## src/rtl/multi_cycle_control.sv

```systemverilog
// Main control FSM for the multi-cycle MIPS core: sequences fetch/decode/execute/
// memory/writeback and drives all datapath enables and selects (Moore outputs).
module multi_cycle_control #(
  parameter logic [5:0] OP_RTYPE = 6'h00,
  parameter logic [5:0] OP_LW    = 6'h23,
  parameter logic [5:0] OP_SW    = 6'h2B,
  parameter logic [5:0] OP_BEQ   = 6'h04,
  parameter logic [5:0] OP_J     = 6'h02,
  parameter logic [5:0] OP_ADDI  = 6'h08,
  parameter int         CNT_W    = 32
) (
  input  logic             clk,
  input  logic             rst,
  input  logic [5:0]       opcode,
  input  logic             stall,
  output logic             pc_write,
  output logic             pc_write_cond,
  output logic             i_or_d,
  output logic             mem_read,
  output logic             mem_write,
  output logic             ir_write,
  output logic             mem_to_reg,
  output logic             reg_dst,
  output logic             reg_write,
  output logic             alu_src_a,
  output logic [1:0]       alu_src_b,
  output logic [1:0]       alu_op,
  output logic [1:0]       pc_source,
  output logic [3:0]       state,
  output logic             illegal_op,
  output logic [CNT_W-1:0] instr_count
);

  localparam logic [3:0] S_FETCH     = 4'd0;
  localparam logic [3:0] S_DECODE    = 4'd1;
  localparam logic [3:0] S_MEM_ADDR  = 4'd2;
  localparam logic [3:0] S_MEM_READ  = 4'd3;
  localparam logic [3:0] S_MEM_WB    = 4'd4;
  localparam logic [3:0] S_MEM_WRITE = 4'd5;
  localparam logic [3:0] S_EXECUTE   = 4'd6;
  localparam logic [3:0] S_ALU_WB    = 4'd7;
  localparam logic [3:0] S_BRANCH    = 4'd8;
  localparam logic [3:0] S_JUMP      = 4'd9;
  localparam logic [3:0] S_ADDI_EXEC = 4'd10;
  localparam logic [3:0] S_ADDI_WB   = 4'd11;

  logic [3:0]       state_q, state_d;
  logic             illegal_q, illegal_d;
  logic [CNT_W-1:0] count_q, count_d;

  // Terminal states retire the instruction on their way back to FETCH.
  always_comb begin
    state_d   = state_q;
    illegal_d = 1'b0;
    count_d   = count_q;
    case (state_q)
      S_FETCH:     state_d = S_DECODE;
      S_DECODE: begin
        if (opcode == OP_LW || opcode == OP_SW) state_d = S_MEM_ADDR;
        else if (opcode == OP_RTYPE)            state_d = S_EXECUTE;
        else if (opcode == OP_BEQ)              state_d = S_BRANCH;
        else if (opcode == OP_J)                state_d = S_JUMP;
        else if (opcode == OP_ADDI)             state_d = S_ADDI_EXEC;
        else begin
          state_d   = S_FETCH;
          illegal_d = 1'b1;
        end
      end
      S_MEM_ADDR:  state_d = (opcode == OP_LW) ? S_MEM_READ : S_MEM_WRITE;
      S_MEM_READ:  state_d = S_MEM_WB;
      S_EXECUTE:   state_d = S_ALU_WB;
      S_ADDI_EXEC: state_d = S_ADDI_WB;
      S_MEM_WB, S_MEM_WRITE, S_ALU_WB, S_BRANCH, S_JUMP, S_ADDI_WB: begin
        state_d = S_FETCH;
        count_d = count_q + CNT_W'(1);
      end
      default:     state_d = S_FETCH;
    endcase
  end

  always_ff @(posedge clk) begin
    if (rst) begin
      state_q   <= S_FETCH;
      illegal_q <= 1'b0;
      count_q   <= '0;
    end else if (!stall) begin
      state_q   <= state_d;
      illegal_q <= illegal_d;
      count_q   <= count_d;
    end
  end

  logic       pw_dec, pwc_dec, iod_dec, mr_dec, mw_dec, irw_dec;
  logic       m2r_dec, rd_dec, rw_dec, asa_dec;
  logic [1:0] asb_dec, aop_dec, psrc_dec;

  always_comb begin
    pw_dec   = 1'b0;
    pwc_dec  = 1'b0;
    iod_dec  = 1'b0;
    mr_dec   = 1'b0;
    mw_dec   = 1'b0;
    irw_dec  = 1'b0;
    m2r_dec  = 1'b0;
    rd_dec   = 1'b0;
    rw_dec   = 1'b0;
    asa_dec  = 1'b0;
    asb_dec  = 2'b00;
    aop_dec  = 2'b00;
    psrc_dec = 2'b00;
    case (state_q)
      S_FETCH: begin
        mr_dec  = 1'b1;
        irw_dec = 1'b1;
        pw_dec  = 1'b1;
        asb_dec = 2'b01;
      end
      S_DECODE:    asb_dec = 2'b11;
      S_MEM_ADDR, S_ADDI_EXEC: begin
        asa_dec = 1'b1;
        asb_dec = 2'b10;
      end
      S_MEM_READ: begin
        mr_dec  = 1'b1;
        iod_dec = 1'b1;
      end
      S_MEM_WB: begin
        rw_dec  = 1'b1;
        m2r_dec = 1'b1;
      end
      S_MEM_WRITE: begin
        mw_dec  = 1'b1;
        iod_dec = 1'b1;
      end
      S_EXECUTE: begin
        asa_dec = 1'b1;
        aop_dec = 2'b10;
      end
      S_ALU_WB: begin
        rw_dec = 1'b1;
        rd_dec = 1'b1;
      end
      S_BRANCH: begin
        asa_dec  = 1'b1;
        aop_dec  = 2'b01;
        pwc_dec  = 1'b1;
        psrc_dec = 2'b01;
      end
      S_JUMP: begin
        pw_dec   = 1'b1;
        psrc_dec = 2'b10;
      end
      S_ADDI_WB:   rw_dec = 1'b1;
      default: ;
    endcase
  end

  // Stall suppresses only state-changing enables; reset silences everything.
  logic wr_ok, sel_ok;
  assign wr_ok  = ~stall & ~rst;
  assign sel_ok = ~rst;

  assign pc_write      = pw_dec  & wr_ok;
  assign pc_write_cond = pwc_dec & wr_ok;
  assign ir_write      = irw_dec & wr_ok;
  assign mem_write     = mw_dec  & wr_ok;
  assign reg_write     = rw_dec  & wr_ok;
  assign mem_read      = mr_dec  & sel_ok;
  assign i_or_d        = iod_dec & sel_ok;
  assign mem_to_reg    = m2r_dec & sel_ok;
  assign reg_dst       = rd_dec  & sel_ok;
  assign alu_src_a     = asa_dec & sel_ok;
  assign alu_src_b     = asb_dec  & {2{sel_ok}};
  assign alu_op        = aop_dec  & {2{sel_ok}};
  assign pc_source     = psrc_dec & {2{sel_ok}};

  assign state       = state_q;
  assign illegal_op  = illegal_q;
  assign instr_count = count_q;

endmodule

```

## config.mk

```make
export PLATFORM = sky130hd
export DESIGN_NAME = multi_cycle_control
export DESIGN_NICKNAME = d
export VERILOG_FILES = /design/src/rtl/multi_cycle_control.sv
export SDC_FILE = /design/constraint.sdc
export NUM_CORES = 1
export LEC_CHECK = 0
export BUFFER_PORTS_ARGS = -buffer_cell sky130_fd_sc_hd__buf_2
export CAP_MARGIN = 20
export CORE_ASPECT_RATIO = 0.75
export CORE_MARGIN = 4
export CORE_UTILIZATION = 30
export CTS_CLUSTER_SIZE = 25
export DETAILED_ROUTE_END_ITERATION = 12
export PLACE_DENSITY = 0.56
export SYNTH_ARGS = -nofsm -noshare
export SYNTH_HDL_FRONTEND = slang
export SYNTH_SLANG_ARGS = --single-unit
```

## constraint.sdc

```tcl
create_clock -name clk -period 2.3 [get_ports clk]
set_input_delay 0 -clock clk [delete_from_list [all_inputs] [get_ports clk]]
set_output_delay 0 -clock clk [all_outputs]
set_load 0.03 [all_outputs]
```

# Yosys cells after proc, flatten, opt, wreduce, memory -nomap -nowiden
# Index checks and enable logic that the tools add are counted.
[totals]
inputBits = 9
elab_cells = 73
reg_bits = 37
output_inout_bits = 53
[op_classes]
bitwise = 16
n_mux = 26
reduce_logical = 11
add_sub_neg = 1
eq_ne = 16
[op_table]
columns = ["operator", "n"]
rows = [
  ["$add 32x1->32 const B", 1],
  ["$pmux 4 s6", 1],
  ["$mux 4", 5],
  ["$eq 4x3->1 const B", 4],
  ["$eq 4x4->1 const B", 4],
  ["$mux 1", 16],
  ["$eq 6x6->1 const B", 2],
  ["$and 1x1->1", 11],
  ["$eq 4x2->1 const B", 2],
  ["$pmux 2 s2", 2],
  ["$reduce_or 2->1", 4],
  ["$and 2x2->2", 3],
  ["$eq 6x2->1 const B", 1],
  ["$eq 6x3->1 const B", 1],
  ["$eq 6x4->1 const B", 1],
  ["$logic_not 6->1", 1],
  ["$pmux 2 s3", 1],
  ["$reduce_or 6->1", 1],
  ["$eq 4x1->1 const B", 1],
  ["$logic_not 4->1", 1],
  ["$reduce_or 4->1", 1],
  ["$mux 3", 1],
  ["$reduce_or 3->1", 1],
  ["$not 1->1", 2],
  ["2 further kinds", 2],
]

# Longest topological paths before layout
# Gate-level depths: netlist of run 1.
[depth]
depth_word = 7
depth_mapped = 8
depth_no_buf = 6

# Worst setup path before layout of run 1
# No wires, ideal clock.
[synth_timing]
kind = "register to output"
startpoint = "reg state_q[2], in the netlist state[2]"
endpoint = "out pc_write_cond"
setup_slack_ns = -0.308
arrival_time_ns = 2.608
t_required_ns = 2.300
stages_incl_launch_ff = 5
n_path_buf = 1
cell_sequence = "dfxtp_1 -> or2_2 -> clkbuf_1 -> nor4b_1 -> nor2b_1"
[synth_via]
elab_chain_cells = 3
[synth_lines]
columns = ["element", "line", "source"]
rows = [
  ["start: declaration", "47", "logic [3:0] state_q, state_d;"],
  ["start signal: assignment", "87", "state_q <= state_d;"],
  ["$eq 4x4->1", "111", "case (state_q)"],
  ["$mux 1", "111", ""],
  ["$and 1x1->1", "164", "assign pc_write_cond = pwc_dec & wr_ok;"],
  ["end: declaration", "17", "output logic pc_write_cond,"],
]
# Every way passes these cells.

# Worst setup path after layout of run 1
[layout_timing]
startpoint = "reg count_q[2], in the netlist instr_count[2]"
endpoint = "reg count_q[16], in the netlist instr_count[16]"
[layout_via]
elab_chain_cells = 1
[layout_lines]
columns = ["element", "line", "source"]
rows = [
  ["start: declaration", "49", "logic [CNT_W-1:0] count_q, count_d;"],
  ["start signal: assignment", "89", "count_q <= count_d;"],
  ["$add 32x1->32", "75", "count_d = count_q + CNT_W'(1);"],
]
# Every way passes these cells.
# A chain may end at the register's enable or synchronous reset.

==> results of run 1 <==
==> how the worst max path moves through the flow <==
stage / start / cells after the start / slack (ns) / endpoint
global route: instr_count[2] / 5 / 0.23 / instr_count[16]
finish: instr_count[2] / 5 / 0.40 / instr_count[16]
detailed placement: instr_count[2] / 5 / 0.41 / instr_count[16]
CTS: instr_count[2] / 5 / 0.40 / instr_count[16]
global placement: instr_count[3] / 5 / 0.44 / instr_count[14]
floorplan: state[2] / 4 / 0.14 / pc_write_cond
==> synthesized netlist by cell type (all sizes together), types with 6 or more instances <==
library cell | number | area [sq um]
nor3 | 11 | 60.1
xor2 | 29 | 254
nor2 | 43 | 161
nor4b | 6 | 67.6
nor4 | 7 | 73.8
nand2 | 13 | 48.8
nand4 | 24 | 150
clkbuf | 10 | 37.5
xnor2 | 6 | 52.6
dfxtp | 37 | 741
buf | 9 | 51.3
nand3 | 9 | 45.0
==> placed cells by master, fill, tap and decap left out, drive strengths merged, types with 6 or more instances in the layout <==
cell    synthesis  routed
xor2           29      29
buf             9      68
nor4            7       7
nor3           11      11
dfxtp          37      37
xnor2           6       6
nand4          24      24
nor2           43      43
nand2          13      13
nor4b           6       6
nand3           9       9
clkbuf         10       7
==> registers in the layout (all words and copies together) (netlist names) <==
signal and flops:
state 4, instr_count 32, illegal_op 1
==> layer usage <==
layer	part of all wire	vias up	global-route usage
met3	0.047	8	0.0356
li1	-	1000	-
met2	0.43	40	0.198
met4	0.0096	0	0.0385
met5	0	-	0
met1	0.52	896	0.178
==> metrics by stage <==
step | utilization | total power, W
final | 0.390 | 0.00124
after global routing | 0.390 | 0.00130
after CTS | 0.390 | 0.00126
after detailed placement | 0.377 | 0.000798
after global placement | 0.377 | 0.000798
after floorplan | - | 0.000759
==> report_power, final <==
group	switching [W]	internal, W
clock	0.000219	0.000238
combinational	0.0000947	0.0000401
sequential	0.00000349	0.000645
==> layout make-up <==
| type | instances | area [sq um] | share of cell area |
|---|---|---|---|
| timing repair buffer | 68 | 358 | 0.141 |
| multi-input combinational | 192 | 1240 | 0.488 |
| tap | 81 | 101 | 0.0400 |
| inverter | 3 | 11.3 | 0.00444 |
| clock buffer | 7 | 86.3 | 0.0340 |
| sequential | 37 | 741 | 0.292 |
==> cell families after synthesis <==
| kind of cell | count (synthesis) | share of synthesized area |
|---|---|---|
| muxes | 2 | 0.00966 |
| AOI/OAI and AO/OA | 14 | 0.0465 |
| DFF | 37 | 0.357 |
| buffers and inverters | 22 | 0.0483 |
| adders and majority gates | 2 | 0.0109 |
| xor gates and xnor gates | 35 | 0.148 |
| and+or+nand+nor | 139 | 0.380 |
==> critical path, delay by kind of cell (launching register included) <==
kind / cells / cell delay [ns]
simple gates: 4 / 1.21
flops: 1 / 0.40
xor+xnor: 1 / 0.16
==> results.py, run 1 <==
metrics = {
    "timing": {
        "setup_violations": 0,
        "fin_crit_sh": 0.827,
        "worstMarginPinSlew_ns": 0.751,
        "min_period_ns": 1.90,
        "setup_ws_ns": 0.398,
        "timing.hold.ws_ns": 0.192,
        "rsz0062_at_grt": "no",
        "skew_ns": 0.00618,
        "relSlewSlack": 0.500,
        "slew_violations": 0,
        "max_clock_freq_mhz": 526,
        "hold_viol_final": 0,
        "finalSetupTns_ns": 0,
    },
    "placed_design": {
        "placed_cells": 381,
        "post_dp_cell_area_sq_um": 2450,
        "portBuffers": 61,
        "dp_hpwl_um": 3800,
        "place_ws_ns": 0.407,
        "gp_congestion": 0.764,
    },
    "grt": {
        "gr-usage-all-layers": 0.129,
        "antenna_found_initial": 0,
        "grt_max_degree": 43,
        "grt-ovfl-total": 0,
        "grt_pass1_vias": 1779,
        "grt_first_pass_wirelength_um": 8800,
    },
    "detailed_routing": {
        "vias_per_cell": 5.01,
        "drt-initial-drc-count": 70,
        "first_pass_iters": 4,
        "route.detailed.drc": 0,
        "routed_wl_um": 5290,
        "route.vias.total": 1944,
        "postRouteAntennaNets": 0,
        "post_drt_wl_per_cell_um": 13.6,
    },
    "cts": {
        "clock_latency_ns": 0.29,
        "clockBufferDepth": 2,
        "post-cts-setup-buffer-count": 0,
        "cts_num_sinks": 37,
        "root_buffer": "clkbuf_8",
        "clkTransAtPathRegs_ns": 0.07,
        "cts_buffers": 5,
        "cts_tree": "yes",
        "cts_resized": 0,
        "htree_levels": 2,
        "cts_hold_buffers": 0,
    },
    "critical_path": {
        "cp.arrival_ns": 2.05,
        "max_stage_delay_ns": 0.55,
        "crit_path_start_kind": "register",
        "critPathCaptureType": "register",
        "crit_chain": "and3_1, nor4b_4, nand4_1, xor2_1, nor2_1",
        "crit_type": "register to register",
        "cp_max_fo": 10,
        "r2r_setup_slack_ns": 0.40,
        "r2r-start": "instr_count[2]",
        "timing.rr.end": "instr_count[16]",
        "crit_required_ns": 2.45,
        "worstRegToRegCells": 5,
        "cpMaxStageDelayCell": "nor4b_4",
    },
    "synthesis": {
        "yosysSeqAreaShare": 0.357,
        "syn_area_sq_um": 2070,
        "synth_ff_type": "dfxtp_1",
        "yosysWarnings": 0,
        "synth_edf_count": 0,
        "synth_cells": 251,
        "synth.avg_cell_area_sq_um": 8.26,
        "synth_fp_nets": 261,
        "ys_ff_latch": 37,
        "ys_types": 39,
        "async_flop_share": 0,
    },
    "final_layout": {
        "final_cell_area_sq_um": 2540,
        "n_fill_cell": 686,
        "area_delta_synth_final_pct": 22.3,
        "nNetsFinal": 317,
        "drive_gt1_frac": 0.261,
        "stdcell_count": 388,
        "antenna_cells": 0,
    },
    "floorplanning": {
        "coreArea_sq_um": 6510,
        "fp.dieW_um": 104,
        "start_util": 0.319,
        "die_area_sq_um": 8320,
        "ios": 62,
        "die_height_um": 80.0,
        "core.rowCount": 25,
    },
    "min_path": {
        "hp-class": "primary input to register",
        "hold_end": "state[1]",
        "worstHoldStart": "stall",
        "min_path_cells": 2,
    },
    "pwr": {
        "ir_drop_v": 0.000202,
        "p_per_area_nw_per_um2": 489,
        "p_leak_nw": 1.07,
    },
    "run_status": {
        "outcome": "completed",
    },
    "flow_run": {
        "drv_cap": 0,
    },
}
(Power assumes the default switching activity.)
==> inputs of run 2 (changes only) <==
--- a/config.mk
+++ b/config.mk
@@ -5,6 +5,7 @@
 export SDC_FILE = /design/constraint.sdc
 export NUM_CORES = 1
 export LEC_CHECK = 0
+export ABC_AREA = 1
 export BUFFER_PORTS_ARGS = -buffer_cell sky130_fd_sc_hd__buf_2
 export CAP_MARGIN = 20
 export CORE_ASPECT_RATIO = 0.75
==> constraint.sdc (replaced) <==
create_clock -name clk -period 1.8 [get_ports clk]
set_input_delay 0 -clock clk [delete_from_list [all_inputs] [get_ports clk]]
set_output_delay 0 -clock clk [all_outputs]
set_load 0.03 [all_outputs]
==> run 2 against run 1 <==
  * Global-route usage increased by 1.9 points
  * Clock skew increased by 0.0015 ns
  * Worst setup slack got worse by 0.23 ns
  * Combinational power increased by 27%
  * Count of clock-buffer cells in the layout decreased by 2
  * Routed wire length increased by 18%
  * Largest cell class unchanged
  * Final area increased by 12%
  * Die area increased by 8.3%
  * Cell count increased by 37%
  * Area after synthesis increased by 9.2%
  * Critical endpoint is now instr_count[18]
  * Synthesized cell count increased by 45%
  * First-iteration DRC count increased by 94%
==> results.py, run 2 <==
metrics = {
    "timing": {
        "setup_violations": 0,
        "min_period_ns": 1.63,
        "skew_ns": 0.00767,
        "fin_crit_sh": 0.907,
        "worstMarginPinSlew_ns": 0.621,
        "hold_viol_final": 0,
        "max_clock_freq_mhz": 613,
        "relSlewSlack": 0.586,
        "slew_violations": 0,
        "finalSetupTns_ns": 0,
    },
    "synthesis": {
        "synth.avg_cell_area_sq_um": 6.22,
        "synth_edf_count": 0,
        "synth_ff_type": "dfxtp_1",
        "synth_cells": 364,
        "synth_common_cells": "nand2_1, nor2_1, inv_1",
        "syn_area_sq_um": 2260,
        "yosysMostFrequentCell": "nand2_1",
        "yosysWarnings": 0,
        "synth_fp_nets": 374,
        "synth_top_area_cell": "dfxtp_1",
        "yosysSeqAreaShare": 0.327,
        "ys_ff_latch": 37,
        "synth_top_area_frac": 0.327,
        "synthTopCellsByArea": "dfxtp_1, nand2_1, nor2_1",
        "ys_types": 30,
        "async_flop_share": 0,
    },
    "final_layout": {
        "drive_gt1_frac": 0.204,
        "area_delta_synth_final_pct": 25.0,
        "largest_register_ffs": 32,
        "fin_util": 0.386,
        "stdcell_count": 532,
        "n_fill_cell": 816,
        "nNetsFinal": 440,
        "antenna_cells": 0,
        "layout_commonest_cell": "nand2_1",
        "final_cell_mix": "nand2_1, nor2_1, buf_2, inv_1, dfxtp_1",
    },
    "grt": {
        "gr-usage-all-layers": 0.148,
        "grt_pass1_vias": 2275,
        "grt-ovfl-total": 0,
        "antenna_found_initial": 0,
        "grt_first_pass_wirelength_um": 10900,
        "grt_max_degree": 30,
    },
    "pwr": {
        "clockPowerShare": 0.460,
        "p_seq_frac": 0.448,
        "p_leak_nw": 1.34,
        "total_power_w": 0.00186,
        "comb_power_share": 0.092,
        "p_per_area_nw_per_um2": 658,
        "p_switching_w": 0.000440,
        "ir_drop_v": 0.000392,
        "swShare": 0.237,
        "internal_power_w": 0.00142,
    },
    "placed_design": {
        "dp_hpwl_um": 4830,
        "portBuffers": 61,
        "gp_congestion": 0.864,
        "placed_cells": 523,
    },
    "cts": {
        "clock_latency_ns": 0.29,
        "cts_tree": "yes",
        "root_buffer": "clkbuf_8",
        "cts_num_sinks": 37,
        "clockBufferDepth": 2,
        "htree_levels": 2,
        "cts_buffers": 5,
        "clkTransAtPathRegs_ns": 0.08,
    },
    "floorplanning": {
        "die_area_sq_um": 9010,
        "core.rowCount": 27,
        "ios": 62,
        "coreArea_sq_um": 7330,
        "start_util": 0.309,
        "fp.dieW_um": 108,
        "die_height_um": 83.2,
    },
    "detailed_routing": {
        "wl_met3_um": 394,
        "route.detailed.drc": 0,
        "top_layer": "met4",
        "post_drt_wl_per_cell_um": 11.7,
        "route.vias.total": 2473,
        "vias_per_cell": 4.65,
        "routed_wl_um": 6220,
        "wl_met2_um": 2600,
        "postRouteAntennaNets": 0,
        "wl_met1_um": 3160,
        "first_pass_iters": 5,
        "drt-initial-drc-count": 136,
    },
    "min_path": {
        "hp-class": "primary input to register",
    },
    "critical_path": {
        "cp.arrival_ns": 1.80,
        "crit_required_ns": 1.97,
        "cpMaxStageDelayCell": "dfxtp_1",
        "cp_max_fo": 9,
        "crit_chain": "ha_1, inv_1, nor2_2, nand3_2, nor2_8, nand2_1, xor2_1, nor2_1",
        "crit_path_start_kind": "register",
        "crit_type": "register to register",
        "critPathCaptureType": "register",
        "max_stage_delay_ns": 0.39,
    },
    "flow_run": {
        "drv_cap": 0,
    },
    "run_status": {
        "outcome": "completed",
    },
}
## run 2: what timing repair did
| item | in CTS | in global routing |
|---|---|---|
| buffers inserted | 0 | 0 |
| gates resized for setup | 0 | 1 |
| endpoints found under the setup margin | 0 | 6 |
| hold buffers | 0 | 0 |
## run 2: worst max-delay path: cells and delay by family, from the launching register on
kind,cells,cell delay [ns]
buf+inv,1,0.06
flops,1,0.39
simple gates,5,0.72
xor+xnor,1,0.16
fa+ha+maj,1,0.19
## run 2: layout make-up
cell class	count	area (sq um)	area share
Inverter	45	169	0.0597
Clock inverter	3	65.1	0.0230
Tap cell	101	126	0.0447
Clock buffer	5	68.8	0.0243
Multi-Input combinational cell	276	1330	0.468
Timing Repair Buffer	65	335	0.118
Sequential cell	37	741	0.262
## run 2: cells by family after synthesis
kind of cell               Yosys count  share of synthesized area
DFF                                 37                      0.327
and+or+nand+nor                    232                      0.454
adders and majority gates            1                    0.00553
AOI/OAI and AO/OA                   29                     0.0685
buffers and inverters               52                     0.0945
xor gates and xnor gates            13                     0.0503
## run 2: metal layers
layer  up-vias  global-route usage
met3         5              0.0272
li1       1280                   -
met1      1107               0.221
met5         -                   0
met4         0              0.0436
met2        81               0.214
## run 2: path summary, 6_finish.rpt
check                  from              end  slack (ns)  cells past startpoint
min                   stall         state[2]        0.05                      3
max reg2reg  instr_count[0]  instr_count[18]        0.17                      8
max          instr_count[0]  instr_count[18]        0.17                      8
min reg2reg      illegal_op       illegal_op        0.50                      2
## run 2: power groups by stage
stage                     registers (W)  logic, W  clock network [W]
after global placement         0.000853  0.000171                  0
after CTS                      0.000834  0.000172           0.000883
after detailed placement       0.000853  0.000172                  0
final                          0.000834  0.000171           0.000857
after global routing           0.000835  0.000192           0.000926
after floorplan                0.000864  0.000107                  0
## run 2: stage by stage
stage | hold WS (ns) | instance area [sq um] | worst slack (ns)
6_report | 0.0531 | 2830 | 0.168
5_1_grt | 0.0479 | 2830 | -0.0251
4_1_cts | 0.0422 | 2810 | 0.135
3_5_place_dp | 0.352 | 2680 | 0.161
3_3_place_gp | 0.345 | 2680 | 0.204
2_1_floorplan | 0.209 | 2260 | 0.0533
